`src/rtl/midi_encoder_if.sv`:
```
// rtl/midi_encoder_if.sv - channel-voice event handshake between synth control logic and the MIDI encoder
interface midi_encoder_if;
    logic       ev_valid;
    logic       ev_ready;
    logic [2:0] ev_type;
    logic [3:0] ev_chan;
    logic [6:0] ev_d1;
    logic [6:0] ev_d2;

    modport master (
        output ev_valid,
        output ev_type,
        output ev_chan,
        output ev_d1,
        output ev_d2,
        input  ev_ready
    );

    modport slave (
        input  ev_valid,
        input  ev_type,
        input  ev_chan,
        input  ev_d1,
        input  ev_d2,
        output ev_ready
    );
endinterface

```
`src/rtl/midi_encoder.sv`:
```
// rtl/midi_encoder.sv - 8N1 MIDI OUT transmitter; running status compression when MIDI_RUNNING_STATUS_EN is defined
module midi_encoder #(
    parameter int CLKS_PER_BIT = 800
) (
    input  logic          CLOCK_25,
    input  logic          iRST_N,
    midi_encoder_if.slave ev,
    output logic          midi_txd,
    output logic          tx_busy,
    output logic          ev_drop,
    output logic [15:0]   bytes_sent
);
    localparam int TW = $clog2(CLKS_PER_BIT);
    localparam logic [TW-1:0] LAST_CLK = TW'(CLKS_PER_BIT - 1);

    localparam logic [1:0] IDLE  = 2'd0;
    localparam logic [1:0] START = 2'd1;
    localparam logic [1:0] DATA  = 2'd2;
    localparam logic [1:0] STOP  = 2'd3;

    logic [1:0]    state;
    logic [TW-1:0] timer;
    logic [2:0]    bit_idx;
    logic [1:0]    byte_idx;
    logic [7:0]    cap_status;
    logic [6:0]    cap_d1;
    logic [6:0]    cap_d2;
    logic          cap_short;

    logic [3:0]    nibble;
    logic          type_ok;
    logic [7:0]    new_status;
    logic          skip_status;
    logic [7:0]    cur_byte;
    logic          bit_end;
    logic          last_byte;

    // Status nibble lookup; types 5-7 are flagged invalid
    always_comb begin
        nibble  = 4'h0;
        type_ok = 1'b1;
        case (ev.ev_type)
            3'd0:    nibble = 4'h8;
            3'd1:    nibble = 4'h9;
            3'd2:    nibble = 4'hB;
            3'd3:    nibble = 4'hE;
            3'd4:    nibble = 4'hC;
            default: type_ok = 1'b0;
        endcase
    end

    assign new_status = {nibble, ev.ev_chan};

`ifdef MIDI_RUNNING_STATUS_EN
    logic [7:0] last_status;
    logic       last_valid;

    assign skip_status = last_valid && (new_status == last_status);

    // Remember the status byte only once it has fully left the wire
    always_ff @(posedge CLOCK_25 or negedge iRST_N) begin
        if (!iRST_N) begin
            last_status <= 8'h00;
            last_valid  <= 1'b0;
        end else if (state == STOP && bit_end && byte_idx == 2'd0) begin
            last_status <= cap_status;
            last_valid  <= 1'b1;
        end
    end
`else
    assign skip_status = 1'b0;
`endif

    // Byte currently on the wire: status, then data bytes with bit 7 clear
    always_comb begin
        case (byte_idx)
            2'd0:    cur_byte = cap_status;
            2'd1:    cur_byte = {1'b0, cap_d1};
            default: cur_byte = {1'b0, cap_d2};
        endcase
    end

    assign bit_end     = (timer == LAST_CLK);
    assign last_byte   = (byte_idx == (cap_short ? 2'd1 : 2'd2));
    assign ev.ev_ready = (state == IDLE);
    assign tx_busy     = (state != IDLE);

    // Transmit FSM; the line is registered and changes on the same edge as the state
    always_ff @(posedge CLOCK_25 or negedge iRST_N) begin
        if (!iRST_N) begin
            state      <= IDLE;
            timer      <= '0;
            bit_idx    <= 3'd0;
            byte_idx   <= 2'd0;
            cap_status <= 8'h00;
            cap_d1     <= 7'h00;
            cap_d2     <= 7'h00;
            cap_short  <= 1'b0;
            midi_txd   <= 1'b1;
            ev_drop    <= 1'b0;
            bytes_sent <= 16'h0000;
        end else begin
            ev_drop <= 1'b0;
            case (state)
                IDLE: begin
                    if (ev.ev_valid) begin
                        if (!type_ok) begin
                            ev_drop <= 1'b1;
                        end else begin
                            cap_status <= new_status;
                            cap_d1     <= ev.ev_d1;
                            cap_d2     <= ev.ev_d2;
                            cap_short  <= (ev.ev_type == 3'd4);
                            byte_idx   <= skip_status ? 2'd1 : 2'd0;
                            timer      <= '0;
                            state      <= START;
                            midi_txd   <= 1'b0;
                        end
                    end
                end
                START: begin
                    if (bit_end) begin
                        timer    <= '0;
                        bit_idx  <= 3'd0;
                        midi_txd <= cur_byte[0];
                        state    <= DATA;
                    end else begin
                        timer <= timer + 1'b1;
                    end
                end
                DATA: begin
                    if (bit_end) begin
                        timer <= '0;
                        if (bit_idx == 3'd7) begin
                            midi_txd <= 1'b1;
                            state    <= STOP;
                        end else begin
                            bit_idx  <= bit_idx + 3'd1;
                            midi_txd <= cur_byte[bit_idx + 3'd1];
                        end
                    end else begin
                        timer <= timer + 1'b1;
                    end
                end
                STOP: begin
                    if (bit_end) begin
                        timer      <= '0;
                        bytes_sent <= bytes_sent + 16'd1;
                        if (last_byte) begin
                            midi_txd <= 1'b1;
                            state    <= IDLE;
                        end else begin
                            byte_idx <= byte_idx + 2'd1;
                            midi_txd <= 1'b0;
                            state    <= START;
                        end
                    end else begin
                        timer <= timer + 1'b1;
                    end
                end
                default: begin
                    midi_txd <= 1'b1;
                    state    <= IDLE;
                end
            endcase
        end
    end
endmodule

```
`src/flat_wrapper.sv`:
```
// flat-port wrapper written by rule: the top's interface ports become plain ports
module midi_encoder_flat 
#(
    parameter int CLKS_PER_BIT = 800
)
  (CLOCK_25, iRST_N, midi_txd, tx_busy, ev_drop, bytes_sent, ev_ev_valid, ev_ev_type, ev_ev_chan, ev_ev_d1, ev_ev_d2, ev_ev_ready);
  midi_encoder_if ev_i ();
  input  logic CLOCK_25;
  input  logic iRST_N;
  output logic midi_txd;
  output logic tx_busy;
  output logic ev_drop;
  output logic [15:0] bytes_sent;
  input wire logic [$bits(ev_i.ev_valid)-1:0] ev_ev_valid;
  input wire logic [$bits(ev_i.ev_type)-1:0] ev_ev_type;
  input wire logic [$bits(ev_i.ev_chan)-1:0] ev_ev_chan;
  input wire logic [$bits(ev_i.ev_d1)-1:0] ev_ev_d1;
  input wire logic [$bits(ev_i.ev_d2)-1:0] ev_ev_d2;
  output wire logic [$bits(ev_i.ev_ready)-1:0] ev_ev_ready;
  assign ev_i.ev_valid = ev_ev_valid;
  assign ev_i.ev_type = ev_ev_type;
  assign ev_i.ev_chan = ev_ev_chan;
  assign ev_i.ev_d1 = ev_ev_d1;
  assign ev_i.ev_d2 = ev_ev_d2;
  assign ev_ev_ready = ev_i.ev_ready;
  midi_encoder #(.CLKS_PER_BIT(CLKS_PER_BIT)) u_core (.CLOCK_25(CLOCK_25), .iRST_N(iRST_N), .ev(ev_i), .midi_txd(midi_txd), .tx_busy(tx_busy), .ev_drop(ev_drop), .bytes_sent(bytes_sent));
endmodule
```
`config.mk`:
```
export PLATFORM = sky130hd
export DESIGN_NAME = midi_encoder_flat
export DESIGN_NICKNAME = d
export VERILOG_FILES = /design/src/rtl/midi_encoder_if.sv /design/src/rtl/midi_encoder.sv /design/src/flat_wrapper.sv
export SDC_FILE = /design/constraint.sdc
export NUM_CORES = 1
export LEC_CHECK = 0
export BUFFER_PORTS_ARGS = -buffer_cell sky130_fd_sc_hd__buf_2
export CELL_PAD_IN_SITES_DETAIL_PLACEMENT = 2
export CELL_PAD_IN_SITES_GLOBAL_PLACEMENT = 2
export CORE_AREA = 2 2 90 92
export CTS_CLUSTER_DIAMETER = 80
export CTS_CLUSTER_SIZE = 24
export DETAILED_ROUTE_END_ITERATION = 16
export DIE_AREA = 0 0 92 94
export GPL_TIMING_DRIVEN = 0
export PLACE_DENSITY = 0.94
export SLEW_MARGIN = 25
export SYNTH_ARGS = -nofsm -noshare
export SYNTH_HDL_FRONTEND = slang
export SYNTH_SLANG_ARGS = --single-unit
export TNS_END_PERCENT = 50
```
`constraint.sdc`:
```
create_clock -name CLOCK_25 -period 6.2 [get_ports CLOCK_25]
set_clock_uncertainty 0.05 [all_clocks]
set_input_delay 0.31 -clock CLOCK_25 [delete_from_list [all_inputs] [get_ports CLOCK_25]]
set_output_delay 0.31 -clock CLOCK_25 [all_outputs]
set_load 0.1 [all_outputs]
```
==> Word-level counts from Yosys, hierarchy flattened <==
Index checks and enable logic that the tools add are counted.
{ "word_totals": {"regBits": 58, "in_bits": 24, "elab_cells": 88} }
{ "op_classes": {"n_reduce_logical": 15, "addsub": 4, "muxes": 38, "order_cmp": 1, "eq_ne": 19} }
{ "op_table": {"columns": ["operator", "count"], "rows": [
  ["10-bit 2-to-1 mux", 3],
  ["2-bit 2-to-1 mux", 11],
  ["10-bit one-hot mux with 2 select lines", 1],
  ["4-bit one-hot mux with 5 select lines", 1],
  ["16-bit by 1-bit adder with 16-bit output, second input constant", 1],
  ["8-bit one-hot mux with 2 select lines", 1],
  ["1-bit 2-to-1 mux", 13],
  ["10-bit by 1-bit adder with 10-bit output, second input constant", 1],
  ["10-bit equality test, second input constant", 1],
  ["2-bit by 1-bit != test with 1-bit output, second input constant", 5],
  ["5-bit AND reduction", 2],
  ["3-bit 2-to-1 mux", 3],
  ["2-bit one-hot mux with 4 select lines", 1],
  ["3-bit by 2-bit equality test with 1-bit output, second input constant", 2],
  ["3-bit equality test, second input constant", 2],
  ["2-bit != test, second input constant", 3],
  ["3-bit one-hot mux with 2 select lines", 1],
  ["6-bit AND reduction", 1],
  ["2-bit nonzero test", 3],
  ["5-bit OR reduction", 1],
  ["2-bit by 1-bit equality test with 1-bit output, second input constant", 2],
  ["2-bit equality test, second input constant", 2],
  ["2-bit logical NOT", 2],
  ["3-bit by 4-bit less-than comparator with 1-bit output, second input constant", 1],
  ["other kinds (12)", 13]
]} }

==> Depth between registers and ports, before layout <==
Gate-level depths: netlist of run 1.
{ "logic_depth": {"ltp_word": 7, "depth_mapped": 8, "depth_no_buf": 7} }

==> Worst setup path before layout of run 1 <==
Ideal clock, no wire load.
{ "synth_path": {"kind": "reg-to-reg", "from": "register u_core.state[0]", "to": "register u_core.state[0]", "period_less_slack_ns": 3.458, "path_buffers": 1, "required_time_ns": 5.971, "arrival_time_ns": 3.229, "setup_time_ns": 0.179, "slack_ns": 2.742, "path_stages_with_launch": 9, "path_cell_list": "dfrtp_1 -> inv_1 -> ha_1 -> inv_1 -> a21oi_2 -> buf_2 -> a21oi_1 -> a21oi_1 -> a41oi_1"} }
{ "synth_via": {"elab_chain_cells": 3, "elab_cells_between_ends": 12, "classes_between": "eq/ne (9); mux (1); reduce/logical (2)"} }
{ "synth_rtl": {"columns": ["element", "line_no", "text"], "rows": [
  ["from (decl)", "midi_encoder.sv:21", "logic [1:0] state;"],
  ["from (signal assigned)", "midi_encoder.sv:91", "state <= IDLE;"],
  ["from (signal assigned)", "midi_encoder.sv:116", "state <= START;"],
  ["from (signal assigned)", "midi_encoder.sv:126", "state <= DATA;"],
  ["2-bit logical NOT (*)", null, null],
  ["net ev_ev_ready", "flat_wrapper.sv:19", "output wire logic [$bits(ev_i.ev_ready)-1:0] ev_ev_ready;"],
  ["2-bit by 1-bit != test with 1-bit output (no source line) or 2-bit != test (tied branches)", null, null],
  ["6-bit AND reduction (no source line)", null, null]
]} }
Mark *: on every way through the listed nets, which the timed path passes. The rest lies on a longest branch.
A chain may end at the register's enable or synchronous reset.

==> Final worst setup path of run 1 <==
{ "layout_path": {"from": "register u_core.byte_idx[1]", "to": "register u_core.midi_txd"} }
{ "layout_via": {"elab_chain_cells": 7, "elab_cells_between_ends": 12, "classes_between": "eq/ne (2); mux (9); reduce/logical (1)"} }
{ "layout_rtl": {"columns": ["element", "line_no", "text"], "rows": [
  ["from (decl)", "midi_encoder.sv:24", "logic [1:0] byte_idx;"],
  ["from (signal assigned)", "midi_encoder.sv:114", "byte_idx <= skip_status ? 2'd1 : 2'd0;"],
  ["from (signal assigned)", "midi_encoder.sv:153", "byte_idx <= byte_idx + 2'd1;"],
  ["2-bit by 1-bit equality test with 1-bit output or 2-bit logical NOT (tied branches)", "midi_encoder.sv:76", "case (byte_idx)"],
  ["8-bit one-hot mux with 2 select lines", "midi_encoder.sv:76", null],
  ["1-bit binary-select mux with 3-bit select", "midi_encoder.sv:139", "midi_txd <= cur_byte[bit_idx + 3'd1];"],
  ["1-bit 2-to-1 mux (not written as such)", "midi_encoder.sv:139", null],
  ["1-bit 2-to-1 mux", "midi_encoder.sv:134", "if (bit_idx == 3'd7) begin"],
  ["1-bit 2-to-1 mux", "midi_encoder.sv:132", "if (bit_end) begin"],
  ["1-bit one-hot mux with 4 select lines (*)", "midi_encoder.sv:104", "case (state)"],
  ["to (signal assigned)", "midi_encoder.sv:125", "midi_txd <= cur_byte[0];"],
  ["to (signal assigned)", "midi_encoder.sv:139", null],
  ["to (decl)", "midi_encoder.sv:8", "output logic midi_txd,"]
]} }
Mark *: on every way between the ends. The rest lies on a longest branch, timed or not. The select of a mux whose other input is x is not followed.

==> flow_results.org, run 1 <==
** Route
- Wire per inst :: 21.0 microns
- For this run, design rule violations remaining after detail routing come to 0.
- The detail route stage leaves a number of antenna-violating nets equal to 0.
- The detailed router finished its first iteration with 77 violations.
- In the routed layout, each cell is associated on average with a via count of between 5 and 6.
- Wires add up to around 9200 microns.
- Pre-Repair DR Iteration Count :: 4
- Vias :: between 2,000 and 2,500

** Synthesis
- Number of instances in the synthesized netlist :: between 200 and 300
- Summing every instance area after synthesis gives slightly below 3000 sq um.
- Main flop type after synthesis :: sky130_fd_sc_hd__dfrtp_1
- The synthesized design contains 58 register bits.
- The number of nets in the synthesized netlist is around 320.
- Sequential area share after synthesis :: ~49%
- A synthesized cell averages between 10 and 15 sq um.
- The synthesized netlist contains 49 unique library cells.
- EDFF count, synth :: 0
- Fraction of registers with async set or reset after synthesis :: between 90% and 100%
- Synthesis warning total :: 0

** Global route
- The first global-routing pass estimated 15,100 microns of wire.
- The initial antenna violation count came to 0.
- For this run the aggregate overflow at the end of global routing stands at 0.
- Overall track demand over capacity in global routing :: 22.8%
- Via count of the first global-routing pass :: between 2,000 and 3,000
- Maximum number of pins on one net before global-route repair :: between 50 and 60

** Worst setup path
- The worst register-to-register path has a depth of 8.
- The critical path is of the reg -> reg type.
- Flop-to-flop setup slack :: 3.44 ns
- For the worst setup path, the data arrival time is slightly below 3 ns.
- STA classifies the critical path endpoint as a flop.
- Worst path required time :: 6.39 ns
- The worst register-to-register path begins at u_core.byte_idx[1].
- Critical R2R Capture :: u_core.midi_txd
- Critical Path Start Type :: flop
- Maximum fanout along the worst path :: 9

** Clock network
- TritonCTS built the clock tree.
- Hold repair after CTS inserted 0 buffers.
- CTS sink cnt :: 58
- For the worst-skew pair, the clock arrives at the later sink with an insertion delay of 0.35 ns.
- Counting along the longest clock path gives a buffer depth of 2.
- Counting the buffers created by CTS gives 9.
- Clock tree synthesis selected as its root buffer the cell sky130_fd_sc_hd__clkbuf_8.
- Gates resized during post-CTS repair numbered 0.
- After clock tree synthesis, the clock-pin slew on the worst setup and hold paths is about 0.070 ns.
- After clock tree synthesis, the setup repair step added 0 buffers.
- CTS built an H-tree with a depth of 3.

** Timing
- Across all hold checks on the routed design, the worst slack comes to -0.0226 ns.
- Once routing completed, OpenROAD measured the worst setup slack at around 3.4 ns.
- Setup TNS :: 0 ns
- Setup repair after global routing left no endpoint under its margin.
- Actual slew at the worst max-slew pin :: between 0.7 and 0.8 ns
- Counting I/O delays and the setup requirement, the final critical path takes between 2 and 3 ns.
- Worst-case headroom to the max-slew limit :: between 40% and 50%
- Endpoints failing hold :: 30
- The final-report max-slew violation count came to 0.
- Setup-violating endpoint count in the final report :: 0
- Peak clock frequency supported by timing :: 0.362 GHz
- The worst path uses roughly 45% of the clock period.

** Floorplanning
- Core Footprint :: 7610 sq um
- Once the floorplan was initialized, standard cells occupied 38.8% of the core.
- The floorplan step set the die height to 94 microns.
- The die covers 8650 sq um.
- Row generation in the floorplan step produced 32 rows.
- In this run the horizontal extent of the chip is between 90 and 100 microns.
- I/O pin count :: 44

** Cells and area
- In the final design database the tool counted around 370 nets.
- Synthesis-to-layout area growth :: 18.2%
- Layout cell share with drive strength beyond 1 :: between 20% and 30%
- Antenna cells :: 0

** Pwr
- Of the total power, the share spent switching nets is around two fifths.
- Clock network fraction of design power :: 25.6%
- Fraction of power consumed by combinational cells :: between 30% and 40%
- For this design the static power due to leakage is about 1.6 nW.
- The analysis attributes to net switching a power of around 0.00054 W.
- Pint :: around 0.00086 W
- Across the VDD grid, the largest voltage drop is 0.211 mV.
- Registers are responsible for 39.9% of the overall power.
- Power density of the placed cells :: 400 nW/um^2

** Place
- Final estimated routing congestion in global placement :: around 0.8
- DP Wirelength :: just over 6000 microns
- Port-buffer cells :: 43
- Setup Slack @ Placement :: 3.71 ns

** Run status
- Failing checks :: hold timing
- Status :: finished with violations

** Run
- Count of max-cap constraint violations :: 0

** Worst hold path
- The worst hold path belongs to the class in -> async.
==> metal layers <==
metal	up-vias	GRT usage [%]	part of all wire [%]
met5	-	0	0
met4	0	8.46	2.1
met3	19	3.29	2.5
met2	50	40.8	53
met1	1270	28.0	43
li1	1109	-	-
==> cell usage in the layout (no fill, tap or decap), drive strengths merged, types with 2 or more instances in the layout <==
master / n
clkbuf: 16
clkinv: 2
dfrtp: 57
a22o: 2
nor3: 12
nand3: 10
nand4: 6
mux2: 20
and3: 5
xor2: 9
buf: 46
nand2: 23
nor2: 29
nand2b: 4
ha: 11
inv: 11
nor3b: 2
a221o: 2
xnor2: 12
a22oi: 4
nand3b: 2
o21ai: 17
a221oi: 3
a21oi: 6
a31oi: 5
==> area by class of cell <==
| cell class | instances | area, sq um |
|---|---|---|
| multi-input combinational | 203 | 1420 |
| timing repair buffer | 43 | 218 |
| inverter | 11 | 41.3 |
| clock inverter | 3 | 40.0 |
| clock buffer | 11 | 151 |
| buffer | 8 | 40.0 |
| fill | 820 | 4120 |
| sequential | 58 | 1450 |
| tap | 102 | 128 |
==> worst max path at each step <==
stage | from | end
finish | u_core.byte_idx[1] | u_core.midi_txd
global route | u_core.byte_idx[0] | u_core.midi_txd
CTS | u_core.byte_idx[1] | u_core.midi_txd
detailed placement | u_core.byte_idx[0] | u_core.midi_txd
global placement | u_core.state[0] | u_core.timer[6]
floorplan | u_core.state[0] | u_core.state[0]
==> Yosys cell counts, types with 5 or more instances <==
library cell | number | area (sq um)
sky130_fd_sc_hd__dfrtp_1 | 57 | 1430
sky130_fd_sc_hd__nor2_1 | 29 | 109
sky130_fd_sc_hd__nand2_1 | 23 | 86.3
sky130_fd_sc_hd__mux2_2 | 19 | 214
sky130_fd_sc_hd__o21ai_0 | 17 | 85.1
sky130_fd_sc_hd__nor3_1 | 12 | 60.1
sky130_fd_sc_hd__xnor2_1 | 12 | 105
sky130_fd_sc_hd__ha_1 | 11 | 138
sky130_fd_sc_hd__inv_1 | 11 | 41.3
sky130_fd_sc_hd__nand3_1 | 9 | 45.0
sky130_fd_sc_hd__xor2_1 | 9 | 78.8
sky130_fd_sc_hd__a21oi_1 | 5 | 25.0
sky130_fd_sc_hd__a31oi_1 | 5 | 31.3
sky130_fd_sc_hd__and3_1 | 5 | 31.3
sky130_fd_sc_hd__clkbuf_1 | 5 | 18.8
sky130_fd_sc_hd__nand4_1 | 5 | 31.3
==> registers in the layout, summed over array words and instances, names as in the netlist <==
signal,flops
u_core.bytes_sent,16
u_core.cap_d2,7
u_core.byte_idx,2
u_core.midi_txd,1
u_core.cap_status,8
u_core.state,2
u_core.bit_idx,3
u_core.cap_d1,7
u_core.cap_short,1
u_core.timer,10
u_core.ev_drop,1
==> kinds of logic after synthesis <==
| family | synth area share [%] |
|---|---|
| xor gates and xnor gates | 6.24 |
| AOI/OAI and AO/OA | 11.6 |
| and+or+nand+nor | 17.4 |
| muxes | 8.10 |
| adders and majority gates | 4.67 |
| buffers and inverters | 2.76 |
| DFF | 49.3 |
==> critical path, stage by stage (launching register included) <==
cell and delay [ns]:
sky130_fd_sc_hd__dfrtp_1 0.46, sky130_fd_sc_hd__inv_1 0.10, sky130_fd_sc_hd__ha_1 0.22, sky130_fd_sc_hd__clkbuf_1 0.24, sky130_fd_sc_hd__nor2_1 0.44, sky130_fd_sc_hd__a21oi_1 0.19, sky130_fd_sc_hd__a311oi_1 0.43, sky130_fd_sc_hd__nand4_1 0.22
sky130_fd_sc_hd__o31ai_1 0.30
==> metrics by stage <==
stage	std cells	total power, W	cell area (sq um)	utilization [%]
CTS	439	0.00140	3490	45.8
finish	439	0.00139	3490	45.8
global placement	425	0.000973	3290	43.3
floorplan	280	0.000879	2950	-
detailed placement	425	0.00102	3290	43.3
global route	439	0.00147	3490	45.8
==> power groups by stage <==
stage	Sequential [W]	Combinational [W]	Clock, W
after floorplan	0.000553	0.000326	0
after global placement	0.000547	0.000426	0
after detailed placement	0.000558	0.000463	0
after CTS	0.000555	0.000483	0.000363
after global routing	0.000568	0.000523	0.000375
final	0.000557	0.000480	0.000358
Power figures use the tool's default switching activity.
==> run 2, diff against run 1 <==
- CORE_AREA: 2 2 90 92 -> 2 2 94 96
- DIE_AREA: 0 0 92 94 -> 0 0 96 98
- PLACE_DENSITY: 0.94 -> 0.88
- clock period: 6.2 -> 2.54 ns (I/O delays scaled with it)
==> flow_results.org, run 2 (synthesis gave the netlist of run 1 again) <==
** Worst setup path
- Data arrival time of the critical path :: 2.60 ns (-0.35 ns)
- The worst setup path is of the reg -> reg kind.
- The required time of the critical path is 2.75 ns (-3.64 ns).
- The worst setup path is captured at a flop.
- Critical Path Start Type :: flop
- The peak fanout along the critical path came to 10 (+1).

** Place
- DP Wirelength :: 5980 microns (-3.3%)
- The placement-stage worst setup slack is 0.118 ns (-3.60 ns).
- Port-buffer cells :: 43 (unchanged)
- The placed cell count is 431 (+1.4%).
- The placer's final routability congestion estimate was 0.776 (-0.75%).

** Clock network
- Clock-pin slew reported for the worst setup and hold paths after clock tree synthesis :: 0.08 ns (about the same)
- Clock tree root buffer cell :: sky130_fd_sc_hd__clkbuf_8
- Number of setup buffers added after CTS :: 0 (unchanged)
- CTS sink cnt :: 58 (unchanged)
- The number of buffers on the longest clock path came to 2 (unchanged).
- H-tree lvl count :: 3 (unchanged)
- Clk Latency, worst-skew pair :: 0.35 ns (about the same)
- Clock tree from TritonCTS :: done
- CTS Buf Count :: 9 (unchanged)

** Global route
- The total routing resource utilization after global routing is 23.6% (+0.76 points).
- The first-pass GRT wire length was 16,600 microns (+10%).
- Maximum number of pins on one net before global-route repair :: 59 (unchanged)
- Via count of the first global-routing pass :: 2,920 (+5.9%)
- The initial antenna violation count came to 0 (unchanged).
- Total global routing overflow :: 0 (unchanged)

** Run status
- The run finished with clean final reports.

** Route
- Vias :: 2,578 (+5.3%)
- The wire length per cell after detailed routing was 21.9 microns (+4.5%).
- The post-detailed-route count of antenna-violating nets was 0 (unchanged).
- Pre-Repair DR Iteration Count :: 4 (unchanged)
- The number of remaining DRC errors came to 0 (unchanged).
- The total detailed-routing wirelength is 10,200 microns (+10%).
- The violation count after the first detailed-route iteration is 140 (+82%).
- The vias per cell was 5.56 (-0.36%).

** Cells and area
- The number of nets in the finished design is 386 (+4.6%).
- Reg with most FFs :: u_core.bytes_sent
- Synthesis-to-layout area growth :: 25.2%
- The total of fill cells in the finished design came to 919 (+12%).
- The share of cells above drive strength 1 is 25.3% (-0.24 points).
- The flip-flop count of the largest register, all copies and words added came to 16 (unchanged).
- Most common library cell in the layout ignoring fill and taps :: sky130_fd_sc_hd__dfrtp_1
- Post-route insts no fill :: 464 (+5.7%)
- The register area is 1450 sq um (unchanged).
- The top cell types in the final layout, fill and taps aside, are sky130_fd_sc_hd__dfrtp_1 (57), sky130_fd_sc_hd__buf_2 (43), sky130_fd_sc_hd__nor2_1 (28).
- The footprint of the multi-input gates came to 1440 sq um (+1.9%).
- Top flop regs :: u_core.bytes_sent x16, u_core.timer x10, u_core.cap_status x8
- Antenna cells :: 0 (unchanged)

** Timing
- The fmax was 0.419 GHz (+16%).
- Actual slew at the worst max-slew pin :: 0.747 ns (-0.00424 ns)
- The final number of hold-violating endpoints was 0 (-100%).
- The period utilization was 93.9% (+49 points).
- The worst setup margin was 0.156 ns (-3.29 ns).
- The final-layout setup total negative slack was 0 ns (unchanged).
- Min Tclk post-route :: 2.38 ns (-0.375 ns)
- Setup repair after global routing left no endpoint under its margin.
- Setup-violating endpoint count in the final report :: 0 (unchanged)
- The final-report max-slew violation count is 0 (unchanged).
- The worst slew margin relative to its limit is 50.2% (+0.28 points).

** Worst hold path
- Class of the tightest hold or removal check :: in -> reg

** Floorplanning
- Height of the die :: 98 microns (+4.3%)
- I/O pin count :: 44 (unchanged)
- Die X-Extent :: 96 microns (+4.3%)
- Number of placement rows :: 34 (+6.3%)
- The starting density of the core is 34.8% (-3.9 points).
- The area of the die came to 9410 sq um (+8.8%).
- The placeable core region came to 8470 sq um (+11%).

** Pwr
- Power density of the placed cells :: 935 nW/um^2 (+130%)
- The worst vdd rail ir drop is 0.509 mV (+140%).
- Leakage power of the design :: 1.69 nW (+3.7%)

** Run
- The max-capacitance violation count was 0 (unchanged).
-- run 2: routing by layer --
metal | wire (microns) | share of wire [%] | global-route usage (%)
met5 | 0 | 0 | 0
met4 | 569 | 5.6 | 14.2
met3 | 365 | 3.6 | 3.24
met2 | 5210 | 51 | 39.5
met1 | 4010 | 40 | 28.2
-- run 2: timing repair --
action / 4_1_cts / 5_1_grt
hold buffers: 19 / 0
endpoints found under the hold margin: 75 / 0
setup endpoints to repair: 0 / 1
resized for setup: 0 / 2
-- run 2: worst max-delay path, cell delays in order (launching register included) --
cell                       delay, ns
sky130_fd_sc_hd__dfrtp_1        0.41
sky130_fd_sc_hd__ha_1           0.34
sky130_fd_sc_hd__and4bb_1       0.32
sky130_fd_sc_hd__and3_1         0.21
sky130_fd_sc_hd__buf_6          0.16
sky130_fd_sc_hd__nand3_1        0.27
sky130_fd_sc_hd__nor3_1         0.36
sky130_fd_sc_hd__xnor2_1        0.17
-- run 2: stage by stage --
step / util, % / hold WS [ns] / total power, W / area (sq um)
floorplan: - / -0.219 / 0.00219 / 2980
global placement: 39.3 / 0.309 / 0.00241 / 3330
detailed placement: 39.4 / 0.204 / 0.00251 / 3330
CTS: 43.6 / 0.00698 / 0.00333 / 3690
global route: 43.6 / 0.0206 / 0.00363 / 3690
finish: 43.6 / 0.0107 / 0.00345 / 3690
-- run 2: cell type report --
type | instances | share of cell area [%]
clock inverters | 5 | 0.813
plain buffers | 6 | 1.05
inverters | 11 | 1.22
clock buffers | 11 | 3.83
repair buffers | 62 | 11.0
multi-input cells | 203 | 39.1
well taps | 108 | 3.66
flip-flops and latches | 58 | 39.3
-- run 2: path summary, 6_finish.rpt --
kind                                            start               endpoint  slack, ns  cells past startpoint
worst min register to register  u_core.bytes_sent[15]  u_core.bytes_sent[15]       0.42                      1
worst min-delay path                      ev_ev_valid   u_core.cap_status[4]       0.01                      2
max in group asynchronous                      iRST_N        u_core.timer[5]       1.54                      2
worst max-delay path                  u_core.timer[0]  u_core.bytes_sent[14]       0.16                      7
worst max register to register        u_core.timer[0]  u_core.bytes_sent[14]       0.16                      7
min in group asynchronous                      iRST_N       u_core.cap_d1[1]       0.39                      2
-- run 2: power breakdown --
group / internal, W / switching (W)
registers: 0.00117 / 0.000218
clock network: 0.000376 / 0.000428
logic: 0.000480 / 0.000787
==> run 3, diff against run 2 <==
- CAP_MARGIN: unset -> 10
- CORE_AREA: 2 2 94 96 -> 2 2 120 76
- DIE_AREA: 0 0 96 98 -> 0 0 122 78
==> flow_results.org, run 3 (synthesis gave the netlist of run 1 again) <==
** Run status
- Status :: complete, no violations

** Pwr
- The power per cell area was 1020 nW/um^2 (+8.8%).
- The logic gate share of total power came to 32.0% (-4.7 points).
- Pint :: 0.00250 W (+24%)
- IR drop worst, VDD :: 0.605 mV (+19%)
- Proportion of total power due to net switching :: 35.8% (-5.6 points)
- The sequential group share of total power came to 35.3% (-4.7 points).
- Leakage power of the design :: 1.75 nW (+3.8%)
- Net switching power figure :: 0.00140 W (-2.5%)
- Clock network fraction of design power :: 32.7% (+9.4 points)

** Timing
- The final-report max-slew violation count came to 0 (unchanged).
- Final worst slack :: 0.0535 ns (-0.102 ns)
- Actual slew at the worst max-slew pin :: 0.766 ns (+0.0189 ns)
- Worst-case headroom to the max-slew limit :: 48.9% (-1.3 points)
- Setup-violating endpoint count in the final report :: 0 (unchanged)
- Endpoints failing hold :: 0 (unchanged)
- The fmax is 0.402 GHz (-4.1%).
- Final period utilization :: 97.9% (+4.0 points)
- Minimum hold slack :: 0.0293 ns (+0.0186 ns)
- Min Tclk post-route :: 2.49 ns (+0.102 ns)

** Global route
- Initial antenna violation count :: 0 (unchanged)
- Via count of the first global-routing pass :: 2,869 (-1.7%)
- The remaining global-route overflow is 0 (unchanged).
- Wire length of the first global-routing pass :: 15,500 microns (-6.6%)
- The total routing resource utilization after global routing is 22.1% (-1.5 points).
- Maximum number of pins on one net before global-route repair :: 59 (unchanged)

** Route
- Number of nets still failing antenna checks after routing :: 0 (unchanged)
- The wire length per cell after detailed routing was 20.8 microns (-5.1%).
- Wire length after detailed routing :: 9750 microns (-4.0%)
- The number of remaining DRC errors was 0 (unchanged).
- The number of detailed-routing iterations run before antenna repair was 4 (unchanged).
- The vias per cell was 5.42 (-2.4%).
- The via count came to 2,543 (-1.4%).
- The violation count after the first detailed-route iteration was 124 (-11%).

** Floorplanning
- Die X-Extent :: 122 microns (+27%)
- The placeable core region was 8300 sq um (-2.0%).
- Height of the die :: 78 microns (-20%)
- Number of placement rows :: 26 (-24%)
- Initial core utilization :: 35.6% (+0.71 points)
- I/O pin count :: 44 (unchanged)
- Total Die Area :: 9520 sq um (+1.1%)

** Cells and area
- Layout cell share with drive strength beyond 1 :: 24.4% (-0.91 points)
- Commonest cells after routing, fill and taps aside :: sky130_fd_sc_hd__dfrtp_1 (57), sky130_fd_sc_hd__buf_2 (43), sky130_fd_sc_hd__nor2_1 (28)
- The largest registers in the layout are u_core.bytes_sent x16, u_core.timer x10, u_core.cap_status x8.
- The diode insertion count for antenna repair is 0 (unchanged).
- Relative to the synthesized area, the layout overhead comes to 29.9%.
- Final Cell Area :: 3830 sq um (+3.7%)
- The flip-flop count of the largest register, all copies and words added is 16 (unchanged).
- The register with the most flip-flops in the final layout is u_core.bytes_sent.
- Most common library cell in the layout ignoring fill and taps :: sky130_fd_sc_hd__dfrtp_1
- The number of nets in the finished design was 388 (+0.52%).

** Clock network
- The latest clock arrival within the worst-skew pair was 0.34 ns (about the same).
- Clock-pin slew reported for the worst setup and hold paths after clock tree synthesis :: 0.05 ns (-0.03 ns)
- The H-tree depth is 3 (unchanged).
- The tree is rooted in a sky130_fd_sc_hd__clkbuf_16.
- The total number of clock tree sinks was 58 (unchanged).
- Number of setup buffers added after CTS :: 0 (unchanged)
- Clock tree from TritonCTS :: done
- CTS Buf Count :: 9 (unchanged)
- Number of buffers on the longest clock path :: 2 (unchanged)

** Worst setup path
- Traced cell by cell, the critical path runs through inv_1 > ha_1 > clkbuf_1 > nor2_2 > a21oi_1 > a311oi_1 > nand4_1 > o31ai_1.
- The required time of the critical path was 2.73 ns (-0.02 ns).
- For this design, the slowest cell found on the critical path is sky130_fd_sc_hd__dfrtp_1.
- The critical path in this run is classified as reg -> reg.
- The arrival time at the worst endpoint came to 2.67 ns (+0.07 ns).
- Capturing element type of the critical path :: flop
- The largest incremental delay on the critical path was 0.46 ns (+0.05 ns).
- Maximum fanout along the worst path :: 9 (-1)
- The worst setup path is launched from a flop.

** Place
- The placement-stage worst setup slack is 0.220 ns (+0.101 ns).
- Placed standard-cell area :: 3340 sq um (+0.15%)
- DP Wirelength :: 5920 microns (-0.92%)
- Final estimated routing congestion in global placement :: 0.773 (-0.43%)
- The quantity of I/O buffers inserted on ports came to 43 (unchanged).

** Worst hold path
- Class of the tightest hold or removal check :: in -> reg

** Run
- Count of max-cap constraint violations :: 0 (unchanged)
[run 3: critical path: cells and delay by family (launching register included)]
family	cells	cell delay (ns)
simple gates	2	0.55
compound gates	3	0.77
flops	1	0.46
fa+ha+maj	1	0.21
buf+inv	2	0.34
[run 3: cell type report]
class                      instances  area (sq um)
buffer                             8          46.3
clock buffer                      12           236
clock inverter                     3          65.1
fill                             874          4460
inverter                          11          45.0
multi-input combinational        203          1440
sequential                        58          1450
tap                              112           140
timing repair buffer              62           408
[run 3: routing by layer]
metal | share of wire (%) | track usage (%) | vias up
met5 | 0 | 0 | -
met4 | 3.6 | 9.66 | 0
met3 | 4.2 | 6.76 | 23
met2 | 48 | 36.4 | 67
met1 | 45 | 26.6 | 1299
li1 | - | - | 1154
[run 3: power groups by stage]
stage / Sequential (W) / Combinational (W) / Clock (W)
floorplan: 0.00135 / 0.000837 / 0
global placement: 0.00134 / 0.00109 / 0
detailed placement: 0.00136 / 0.00116 / 0
CTS: 0.00135 / 0.00120 / 0.00129
global route: 0.00140 / 0.00135 / 0.00134
finish: 0.00137 / 0.00125 / 0.00127
[run 3: timing repair]
action,in CTS,in global routing
hold buffers,18,1
resized for setup,0,1
endpoints found under the hold margin,74,1
endpoints found under the setup margin,0,1
[run 3: path summary, 6_finish.rpt]
path | from | slack [ns] | endpoint | cells past startpoint
worst max register to register | u_core.byte_idx[0] | 0.05 | u_core.midi_txd | 8
worst min register to register | u_core.bytes_sent[15] | 0.42 | u_core.bytes_sent[15] | 1
worst min-delay path | ev_ev_valid | 0.03 | u_core.cap_status[4] | 2
min in group asynchronous | iRST_N | 0.36 | u_core.timer[7] | 2
max in group asynchronous | iRST_N | 1.58 | u_core.bytes_sent[5] | 2
worst max-delay path | u_core.byte_idx[0] | 0.05 | u_core.midi_txd | 8
[run 3: stage by stage]
| stage | util [%] | cells | setup TNS, ns | total power [W] |
|---|---|---|---|---|
| floorplan | - | 280 | 0 | 0.00219 |
| global placement | 40.2 | 435 | 0 | 0.00243 |
| detailed placement | 40.2 | 435 | 0 | 0.00251 |
| CTS | 46.0 | 468 | 0 | 0.00384 |
| global route | 46.2 | 469 | -0.113 | 0.00410 |
| finish | 46.2 | 469 | 0 | 0.00390 |
